`src/rtl/fp_wb_ctl_if.sv`:
```
// Signal bundle between the FP writeback/scoreboard stage and its neighbours:
// issue, execute finish/result, register-file write port and decode source lookup.
interface fp_wb_ctl_if #(
  parameter int AW = 5
);
  logic          issue_valid;
  logic [AW-1:0] issue_rd;
  logic          issue_ready;
  logic          fp_finish;
  logic [31:0]   fp_result;
  logic          wb_port_busy;
  logic          wb_en;
  logic [AW-1:0] wb_addr;
  logic [31:0]   wb_data;
  logic [AW-1:0] rs1_addr;
  logic [AW-1:0] rs2_addr;
  logic          dep_stall;
  logic          err;

  modport slave (
    input  issue_valid, issue_rd, fp_finish, fp_result, wb_port_busy,
           rs1_addr, rs2_addr,
    output issue_ready, wb_en, wb_addr, wb_data, dep_stall, err
  );

  modport master (
    output issue_valid, issue_rd, fp_finish, fp_result, wb_port_busy,
           rs1_addr, rs2_addr,
    input  issue_ready, wb_en, wb_addr, wb_data, dep_stall, err
  );
endinterface

```
`src/rtl/fp_wb_ctl.sv`:
```
// FP writeback stage: tracks the single in-flight FP op, queues its result and
// drains the queue into the shared register-file write port when it is free.
module fp_wb_ctl #(
  parameter int DEPTH = 2,
  parameter int AW    = 5
) (
  input  logic         clk,
  input  logic         rst,
  fp_wb_ctl_if.slave   bus
);

  localparam int PW = $clog2(DEPTH);
  localparam int CW = $clog2(DEPTH) + 1;
  localparam logic [CW-1:0] DEPTH_C = CW'(DEPTH);

  logic          inflight_q, inflight_d;
  logic          cap_q, cap_d;
  logic [PW-1:0] rptr_q, rptr_d;
  logic [PW-1:0] wptr_q, wptr_d;
  logic [CW-1:0] count_q, count_d;
  logic          err_q, err_d;
  logic [AW-1:0] inflight_rd_q;
  logic [AW-1:0] rd_mem_q   [DEPTH];
  logic [31:0]   data_mem_q [DEPTH];

  logic          issue_ready;
  logic          issue_ok;
  logic          fin_ok;
  logic          push;
  logic          pop;
  logic          dep;
  logic [PW-1:0] off;

  always_comb begin
    issue_ready = ~inflight_q & ~cap_q & (count_q < DEPTH_C);
    issue_ok    = bus.issue_valid & issue_ready;
    // A second finish while the first is still being captured is also a protocol error.
    fin_ok      = bus.fp_finish & inflight_q & ~cap_q;
    push        = cap_q & (inflight_rd_q != '0);
    pop         = (count_q != '0) & ~bus.wb_port_busy;

    inflight_d = inflight_q;
    cap_d      = cap_q;
    if (cap_q) begin
      inflight_d = 1'b0;
      cap_d      = 1'b0;
    end
    if (fin_ok)   cap_d      = 1'b1;
    if (issue_ok) inflight_d = 1'b1;

    err_d = err_q | (bus.issue_valid & ~issue_ready) | (bus.fp_finish & ~fin_ok);

    rptr_d = pop  ? rptr_q + PW'(1) : rptr_q;
    wptr_d = push ? wptr_q + PW'(1) : wptr_q;
    case ({push, pop})
      2'b10:   count_d = count_q + CW'(1);
      2'b01:   count_d = count_q - CW'(1);
      default: count_d = count_q;
    endcase
  end

  // Hazard lookup: in-flight rd plus every occupied queue slot, head entry included.
  always_comb begin
    dep = 1'b0;
    off = '0;
    if (inflight_q && bus.rs1_addr != '0 && inflight_rd_q == bus.rs1_addr) dep = 1'b1;
    if (inflight_q && bus.rs2_addr != '0 && inflight_rd_q == bus.rs2_addr) dep = 1'b1;
    for (int j = 0; j < DEPTH; j++) begin
      off = PW'(j) - rptr_q;
      if ({1'b0, off} < count_q) begin
        if (bus.rs1_addr != '0 && rd_mem_q[j] == bus.rs1_addr) dep = 1'b1;
        if (bus.rs2_addr != '0 && rd_mem_q[j] == bus.rs2_addr) dep = 1'b1;
      end
    end
  end

  always_ff @(posedge clk) begin
    if (rst) begin
      inflight_q <= 1'b0;
      cap_q      <= 1'b0;
      rptr_q     <= '0;
      wptr_q     <= '0;
      count_q    <= '0;
      err_q      <= 1'b0;
    end else begin
      inflight_q <= inflight_d;
      cap_q      <= cap_d;
      rptr_q     <= rptr_d;
      wptr_q     <= wptr_d;
      count_q    <= count_d;
      err_q      <= err_d;
    end
  end

  always_ff @(posedge clk) begin
    if (issue_ok) inflight_rd_q <= bus.issue_rd;
    if (push) begin
      rd_mem_q[wptr_q]   <= inflight_rd_q;
      data_mem_q[wptr_q] <= bus.fp_result;
    end
  end

  assign bus.issue_ready = issue_ready;
  assign bus.wb_en       = pop;
  assign bus.wb_addr     = rd_mem_q[rptr_q];
  assign bus.wb_data     = data_mem_q[rptr_q];
  assign bus.dep_stall   = dep;
  assign bus.err         = err_q;

endmodule

```
`src/flat_wrapper.sv`:
```
// flat-port wrapper written by rule: the top's interface ports become plain ports
module fp_wb_ctl_flat 
#(
  parameter int DEPTH = 2,
  parameter int AW    = 5
)
  (clk, rst, bus_issue_valid, bus_issue_rd, bus_fp_finish, bus_fp_result, bus_wb_port_busy, bus_rs1_addr, bus_rs2_addr, bus_issue_ready, bus_wb_en, bus_wb_addr, bus_wb_data, bus_dep_stall, bus_err);
  fp_wb_ctl_if #(.AW(AW)) bus_i ();
  input  logic clk;
  input  logic rst;
  input wire logic [$bits(bus_i.issue_valid)-1:0] bus_issue_valid;
  input wire logic [$bits(bus_i.issue_rd)-1:0] bus_issue_rd;
  input wire logic [$bits(bus_i.fp_finish)-1:0] bus_fp_finish;
  input wire logic [$bits(bus_i.fp_result)-1:0] bus_fp_result;
  input wire logic [$bits(bus_i.wb_port_busy)-1:0] bus_wb_port_busy;
  input wire logic [$bits(bus_i.rs1_addr)-1:0] bus_rs1_addr;
  input wire logic [$bits(bus_i.rs2_addr)-1:0] bus_rs2_addr;
  output wire logic [$bits(bus_i.issue_ready)-1:0] bus_issue_ready;
  output wire logic [$bits(bus_i.wb_en)-1:0] bus_wb_en;
  output wire logic [$bits(bus_i.wb_addr)-1:0] bus_wb_addr;
  output wire logic [$bits(bus_i.wb_data)-1:0] bus_wb_data;
  output wire logic [$bits(bus_i.dep_stall)-1:0] bus_dep_stall;
  output wire logic [$bits(bus_i.err)-1:0] bus_err;
  assign bus_i.issue_valid = bus_issue_valid;
  assign bus_i.issue_rd = bus_issue_rd;
  assign bus_i.fp_finish = bus_fp_finish;
  assign bus_i.fp_result = bus_fp_result;
  assign bus_i.wb_port_busy = bus_wb_port_busy;
  assign bus_i.rs1_addr = bus_rs1_addr;
  assign bus_i.rs2_addr = bus_rs2_addr;
  assign bus_issue_ready = bus_i.issue_ready;
  assign bus_wb_en = bus_i.wb_en;
  assign bus_wb_addr = bus_i.wb_addr;
  assign bus_wb_data = bus_i.wb_data;
  assign bus_dep_stall = bus_i.dep_stall;
  assign bus_err = bus_i.err;
  fp_wb_ctl #(.DEPTH(DEPTH), .AW(AW)) u_core (.clk(clk), .rst(rst), .bus(bus_i));
endmodule
```
`config.mk`:
```
export PLATFORM = sky130hd
export DESIGN_NAME = fp_wb_ctl_flat
export DESIGN_NICKNAME = d
export VERILOG_FILES = /design/src/rtl/fp_wb_ctl_if.sv /design/src/rtl/fp_wb_ctl.sv /design/src/flat_wrapper.sv
export SDC_FILE = /design/constraint.sdc
export NUM_CORES = 1
export LEC_CHECK = 0
export CAP_MARGIN = 20
export CORE_ASPECT_RATIO = 1.25
export CORE_UTILIZATION = 45
export CTS_BUF_LIST = sky130_fd_sc_hd__clkbuf_8
export CTS_CLUSTER_DIAMETER = 100
export DETAILED_ROUTE_END_ITERATION = 12
export DONT_BUFFER_PORTS = 1
export PLACE_DENSITY = 0.63
export REMOVE_ABC_BUFFERS = 1
export SYNTH_ARGS = -nofsm -noshare
export SYNTH_HDL_FRONTEND = slang
export SYNTH_SLANG_ARGS = --single-unit
```
`constraint.sdc`:
```
create_clock -name clk -period 6.2 [get_ports clk]
set_clock_uncertainty 0.2 [all_clocks]
set_input_delay 0.31 -clock clk [delete_from_list [all_inputs] [get_ports clk]]
set_output_delay 0.31 -clock clk [all_outputs]
set_load 0.01 [all_outputs]
```
==> impl_metrics.yaml, run 1 <==
final_layout:
  post_layout_nonfiller_instances: 357
  diodes: 0
  area_growth_pct: 22.1
  layout-drive-gt1-share_pct: 23.4
  final_nets: 313
synthesis:
  syn_area_um2: 3550
  synth_top_area_share_pct: 66.8
  synth_area_leader_cell: "edfxtp_1"
  yosysMostFrequentCell: "edfxtp_1"
  synth_commonest_cells: "edfxtp_1, mux2_2, xnor2_1"
  synthArstFlopShare_pct: 0
  synth_edf_count: 79
  synth.area.top_cells: "edfxtp_1, mux2_2, dfxtp_1"
  ys_seq_elements: 87
  syn_avg_cell_area_um2: 16.8
  synth-seq-area-share_pct: 71.3
  postSynthCellCount: 212
  ys.flop_type: "edfxtp_1"
  ys_types: 25
  yosysWarningCount: 0
timing:
  slew_headroom_pct: 39.8
  finalSetupViolCount: 0
  worst_slew_pin_slew_ns: 0.903
  drv_slew: 0
  max_freq_ghz: 0.426
  setup_tns_ns: 0
  hold_viol: 0
  rsz0062_at_grt: "no"
  finalCritPeriodShare_pct: 37.9
  min_period_ns: 2.35
routing:
  num_vias: 1911
  initialDrtViolationCount: 64
  vias_per_cell: 5.35
  wl_per_cell_um: 18.1
  drc: 0
  drtPass1Iterations: 4
  drt-total-wl_um: 6450
  drtAntennaViolNets: 0
setup_path:
  cpPeakStageDelay_ns: 0.59
  crit_chain: "or4_4 > o21ai_4 > ha_1 > or3_1 > a21oi_1"
  crit_family: "simple AND/OR/NAND/NOR gates"
  cp.required_ns: 6.28
  path_buf_inv: 0
  cp-start-kind: "flop"
  slowest_stage: "or4_4"
  cp.arrival_ns: 2.43
  end_kind: "flop"
  worstPathMaxFanout: 5
  crit_type: "reg -> reg"
floorplan:
  die-area_um2: 8260
  io-pin-count: 93
  fp.dieH_um: 101
  start_util_pct: 47.4
  num_rows: 35
  core-area_um2: 7490
  dieWidth_um: 81.5
worst_hold_path:
  hold_class: "in -> reg"
cts:
  tritoncts: "yes"
  clockBufferDepth: 2
  cts-root-buf: "clkbuf_8"
  cts_sinks: 87
  post-cts-setup-buffer-count: 0
  cts_buffers: 9
  path_clk_slew_ns: 0.08
  htreeDepth: 3
  clock_latency_ns: 0.34
global_route:
  overflow: 0
  grtUsageTotal_pct: 16.2
  antenna_found_initial: 0
  grt_pass1_vias: 1919
  grt_max_degree: 38
  grt_pass1_wl_um: 9600
place:
  port_buffers: 0
  placedCellCount: 299
  gp_congestion: 0.798
  dp_hpwl_um: 4100
power:
  intPower_uw: 947
  pwr-share-clk_pct: 35.7
  vdd_drop_max_mv: 0.190
  seqPwrFrac_pct: 55.7
  combPwrFrac_pct: 8.6
  p_sw_share_pct: 22.1
  p_leak_nw: 1.40
  switchingPower_uw: 268
  powerDensity_nw_per_um2: 280
status:
  status: "completed"
job:
  drv_cap: 0
registers in the layout (all words and copies together) (netlist names), named ones only:
signal / flops
u_core.bus.err: 1
u_core.wptr_q: 1
u_core.count_q: 2
u_core.data_mem_q: 64
u_core.inflight_rd_q: 5
u_core.rd_mem_q: 10
u_core.rptr_q: 1
u_core.cap_q: 1
u_core.inflight_q: 1
tightest hold or removal path: cells and delay by family:
family / cells / cell delay, ns
xor gates and xnor gates: 1 / 0.16
and+or+nand+nor: 2 / 0.16
cell type report:
class	instances	area, µm²
clock buffer	9	124
clock inverter	7	103
fill	601	3150
inverter	4	15.0
multi-input combinational	116	997
sequential	87	2530
tap	92	115
timing repair buffer	42	448
routing by layer:
layer,track usage [%],share of wire (%),vias up
li1,-,-,898
met1,18.3,39,922
met2,27.8,51,78
met3,4.05,7.0,13
met4,8.38,2.3,0
met5,0,0,-
cells by family (layout without fill, tap and decap cells):
kind of cell,Yosys count,after routing,synth area share (%)
compound gates,12,12,2.15
xor+xnor,34,34,8.38
fa+ha+maj,1,1,0.352
buf+inv,9,62,1.06
flops,87,87,71.3
mux,37,37,11.7
simple gates,32,32,5.04
per-stage QoR:
stage | worst slack (ns) | power (mW) | utilization [%] | hold WS (ns) | cell area [µm²]
2_1_floorplan | 3.37 | 0.753 | - | 0.179 | 3530
3_3_place_gp | 3.87 | 0.769 | 48.9 | 0.180 | 3660
3_5_place_dp | 3.85 | 0.770 | 48.9 | 0.180 | 3660
4_1_cts | 3.83 | 1.23 | 57.3 | 0.114 | 4290
5_1_grt | 3.72 | 1.26 | 57.9 | 0.145 | 4340
6_report | 3.85 | 1.21 | 57.9 | 0.128 | 4340
path summary, 6_finish.rpt:
check	start	end	slack [ns]	cells after the start
worst max-delay path	u_core.inflight_rd_q[4]	u_core.count_q[1]	3.85	5
worst min-delay path	bus_wb_port_busy	flop	0.13	3
worst max register to register	u_core.inflight_rd_q[4]	u_core.count_q[1]	3.85	5
worst min register to register	u_core.bus.err	u_core.bus.err	0.30	2
placed cells by master, fill, tap and decap left out:
master / instances
a21oi_1: 6
and2_1: 1
and2b_1: 1
buf_12: 1
buf_16: 1
bufinv_16: 2
clkbuf_8: 9
clkinv_2: 1
clkinv_4: 1
dfxtp_1: 7
dfxtp_2: 1
dlygate4sd3_1: 40
edfxtp_1: 79
ha_1: 1
inv_1: 4
inv_6: 2
inv_8: 1
mux2_2: 37
nand3_1: 5
nor2_1: 7
nor2_2: 2
nor2_4: 2
nor3_1: 4
nor4_1: 5
nor4bb_1: 1
o211ai_1: 1
o21ai_0: 2
o21ai_4: 1
o22ai_1: 2
or3_1: 1
or4_1: 2
or4_4: 1
xnor2_1: 18
xor2_1: 16
what timing repair did:
action | in CTS | in global routing
gates resized for setup | 0 | 0
endpoints found under the setup margin | 0 | 0
hold buffers | 40 | 0
endpoints found under the hold margin | 77 | 0
power by group through the flow:
| stage | Clock, mW | Combinational [mW] | Sequential [mW] |
|---|---|---|---|
| after floorplan | 0 | 0.0685 | 0.684 |
| after global placement | 0 | 0.0785 | 0.690 |
| after detailed placement | 0 | 0.0790 | 0.691 |
| after CTS | 0.447 | 0.105 | 0.677 |
| after global routing | 0.465 | 0.113 | 0.680 |
| final | 0.434 | 0.105 | 0.676 |
Power figures use the tool's default switching activity.
==> run 2, diff against run 1 <==
==> constraint.sdc (replaced) <==
create_clock -name clk -period 2.25 [get_ports clk]
set_clock_uncertainty 0.2 [all_clocks]
set_input_delay 0.1125 -clock clk [delete_from_list [all_inputs] [get_ports clk]]
set_output_delay 0.1125 -clock clk [all_outputs]
set_load 0.01 [all_outputs]
==> impl_metrics.yaml, run 2 (synthesis gave the netlist of run 1 again) <==
setup_path:
  r2r_setup_slack_ns: 0.11
  worstPathMaxFanout: 3
  cp-start-kind: "flop"
  cp.arrival_ns: 2.22
  cp.required_ns: 2.33
  reg2reg_from: "u_core.inflight_rd_q[4]"
  reg2reg_to: "u_core.count_q[1]"
  worstRegToRegCells: 5
  end_kind: "flop"
  crit_type: "reg -> reg"
routing:
  wl_met1_um: 2580
  drc: 0
  drtPass1Iterations: 4
  vias_per_cell: 5.27
  met2_length_um: 3480
  wl_met3_um: 492
  initialDrtViolationCount: 122
  highest_layer: "met4"
  drtAntennaViolNets: 0
  num_vias: 1929
  drt-total-wl_um: 6600
  wl_per_cell_um: 18.0
worst_hold_path:
  whs_path_depth: 1
  min_to: "u_core.inflight_rd_q[4]"
  hold_path.startpoint: "bus_issue_rd[4]"
  hold_class: "in -> reg"
final_layout:
  diodes: 0
  final_nets: 322
  largest-register: "u_core.data_mem_q"
  largest_reg_flops: 64
  final_util_pct: 59.0
  final_common_cell: "edfxtp_1"
  final_cell_mix: "edfxtp_1, dlygate4sd3_1, mux2_2"
  area_growth_pct: 24.5
  layout-drive-gt1-share_pct: 25.2
  reg_top3: "u_core.data_mem_q: 64 flops, u_core.rd_mem_q: 10 flops, u_core.inflight_rd_q: 5 flops"
power:
  vdd_drop_max_mv: 0.434
  powerDensity_nw_per_um2: 772
  p_leak_nw: 1.45
place:
  gp_congestion: 0.858
  dp_hpwl_um: 4350
  port_buffers: 0
cts:
  cts_sinks: 87
  tritoncts: "yes"
  cts_buffers: 9
  ctsResizeCount: 0
  path_clk_slew_ns: 0.09
  clockBufferDepth: 2
  clock_latency_ns: 0.35
  cts-root-buf: "clkbuf_8"
  htreeDepth: 3
timing:
  hold_viol: 0
  finalSetupViolCount: 0
  max_freq_ghz: 0.466
  finalCritPeriodShare_pct: 95.3
  drv_slew: 0
  slew_headroom_pct: 72.7
  min_period_ns: 2.14
  worst_slew_pin_slew_ns: 0.406
  whs_ns: 0.183
  rsz0062_at_grt: "no"
global_route:
  grtUsageTotal_pct: 16.6
  grt_pass1_wl_um: 9830
  grt_pass1_vias: 2015
  grt_max_degree: 35
  overflow: 0
  antenna_found_initial: 0
floorplan:
  num_rows: 35
  fp.dieH_um: 101
  dieWidth_um: 81.5
  core-area_um2: 7490
  start_util_pct: 47.4
  io-pin-count: 93
  die-area_um2: 8260
status:
  status: "completed"
job:
  drv_cap: 0
run 2: cell count changes in the layout (fill, tap and decap cells not counted):
| cell | before | now |
|---|---|---|
| clkinv_2 | 1 | 0 |
| buf_4 | 0 | 6 |
| dlygate4sd3_1 | 40 | 42 |
| clkinv_4 | 1 | 0 |
| inv_8 | 1 | 0 |
| inv_6 | 2 | 4 |
| clkinv_8 | 0 | 1 |
| buf_16 | 1 | 0 |
| buf_12 | 1 | 3 |
run 2: worst max path at each step:
stage                                        from                       to  slack, ns  cells after the start
after global routing        u_core.rd_mem_q[1][4]            bus_dep_stall      0.009                      5
final                     u_core.inflight_rd_q[4]        u_core.count_q[1]       0.11                      5
after floorplan           u_core.inflight_rd_q[4]  u_core.data_mem_q[0][0]      -0.58                      3
after global placement    u_core.inflight_rd_q[4]        u_core.count_q[1]       0.16                      5
after detailed placement  u_core.inflight_rd_q[4]        u_core.count_q[1]       0.13                      5
after CTS                 u_core.inflight_rd_q[4]        u_core.count_q[1]       0.09                      5
run 2: final cells by class:
class,count,area (µm²)
inverter,4,15.0
sequential,87,2530
timing repair buffer,51,526
multi-input combinational,116,997
tap,92,115
fill,586,3070
clock buffer,9,124
clock inverter,7,111
run 2: report_power, final:
part,internal (mW),switching (mW)
sequential,1.81,0.0352
clock,0.651,0.592
combinational,0.179,0.153
total,2.64,0.780
run 2: worst max-delay path: stages (launching register included):
cell and delay (ns):
edfxtp_1 0.40, or4_4 0.56, o21ai_4 0.15, ha_1 0.27, or3_1 0.35, a21oi_1 0.14
run 2: routing by layer:
layer,vias to the layer above,GRT usage [%]
met1,942,17.9
met4,0,8.93
met3,6,4.86
met2,68,28.8
li1,913,-
met5,-,0
run 2: what timing repair did:
item / 4_1_cts / 5_1_grt
endpoints found under the hold margin: 82 / 0
buffers inserted: 0 / 0
hold buffers: 42 / 0
run 2: through the flow:
stage / TNS [ns] / worst slack (ns) / std cells / area, µm² / power, mW
6_report: 0 / 0.106 / 366 / 4420 / 3.42
3_5_place_dp: 0 / 0.125 / 308 / 3770 / 2.14
3_3_place_gp: 0 / 0.165 / 308 / 3770 / 2.14
2_1_floorplan: -42.65 / -0.576 / 207 / 3530 / 2.07
5_1_grt: 0 / 0.00880 / 366 / 4420 / 3.54
4_1_cts: 0 / 0.0907 / 366 / 4420 / 3.45
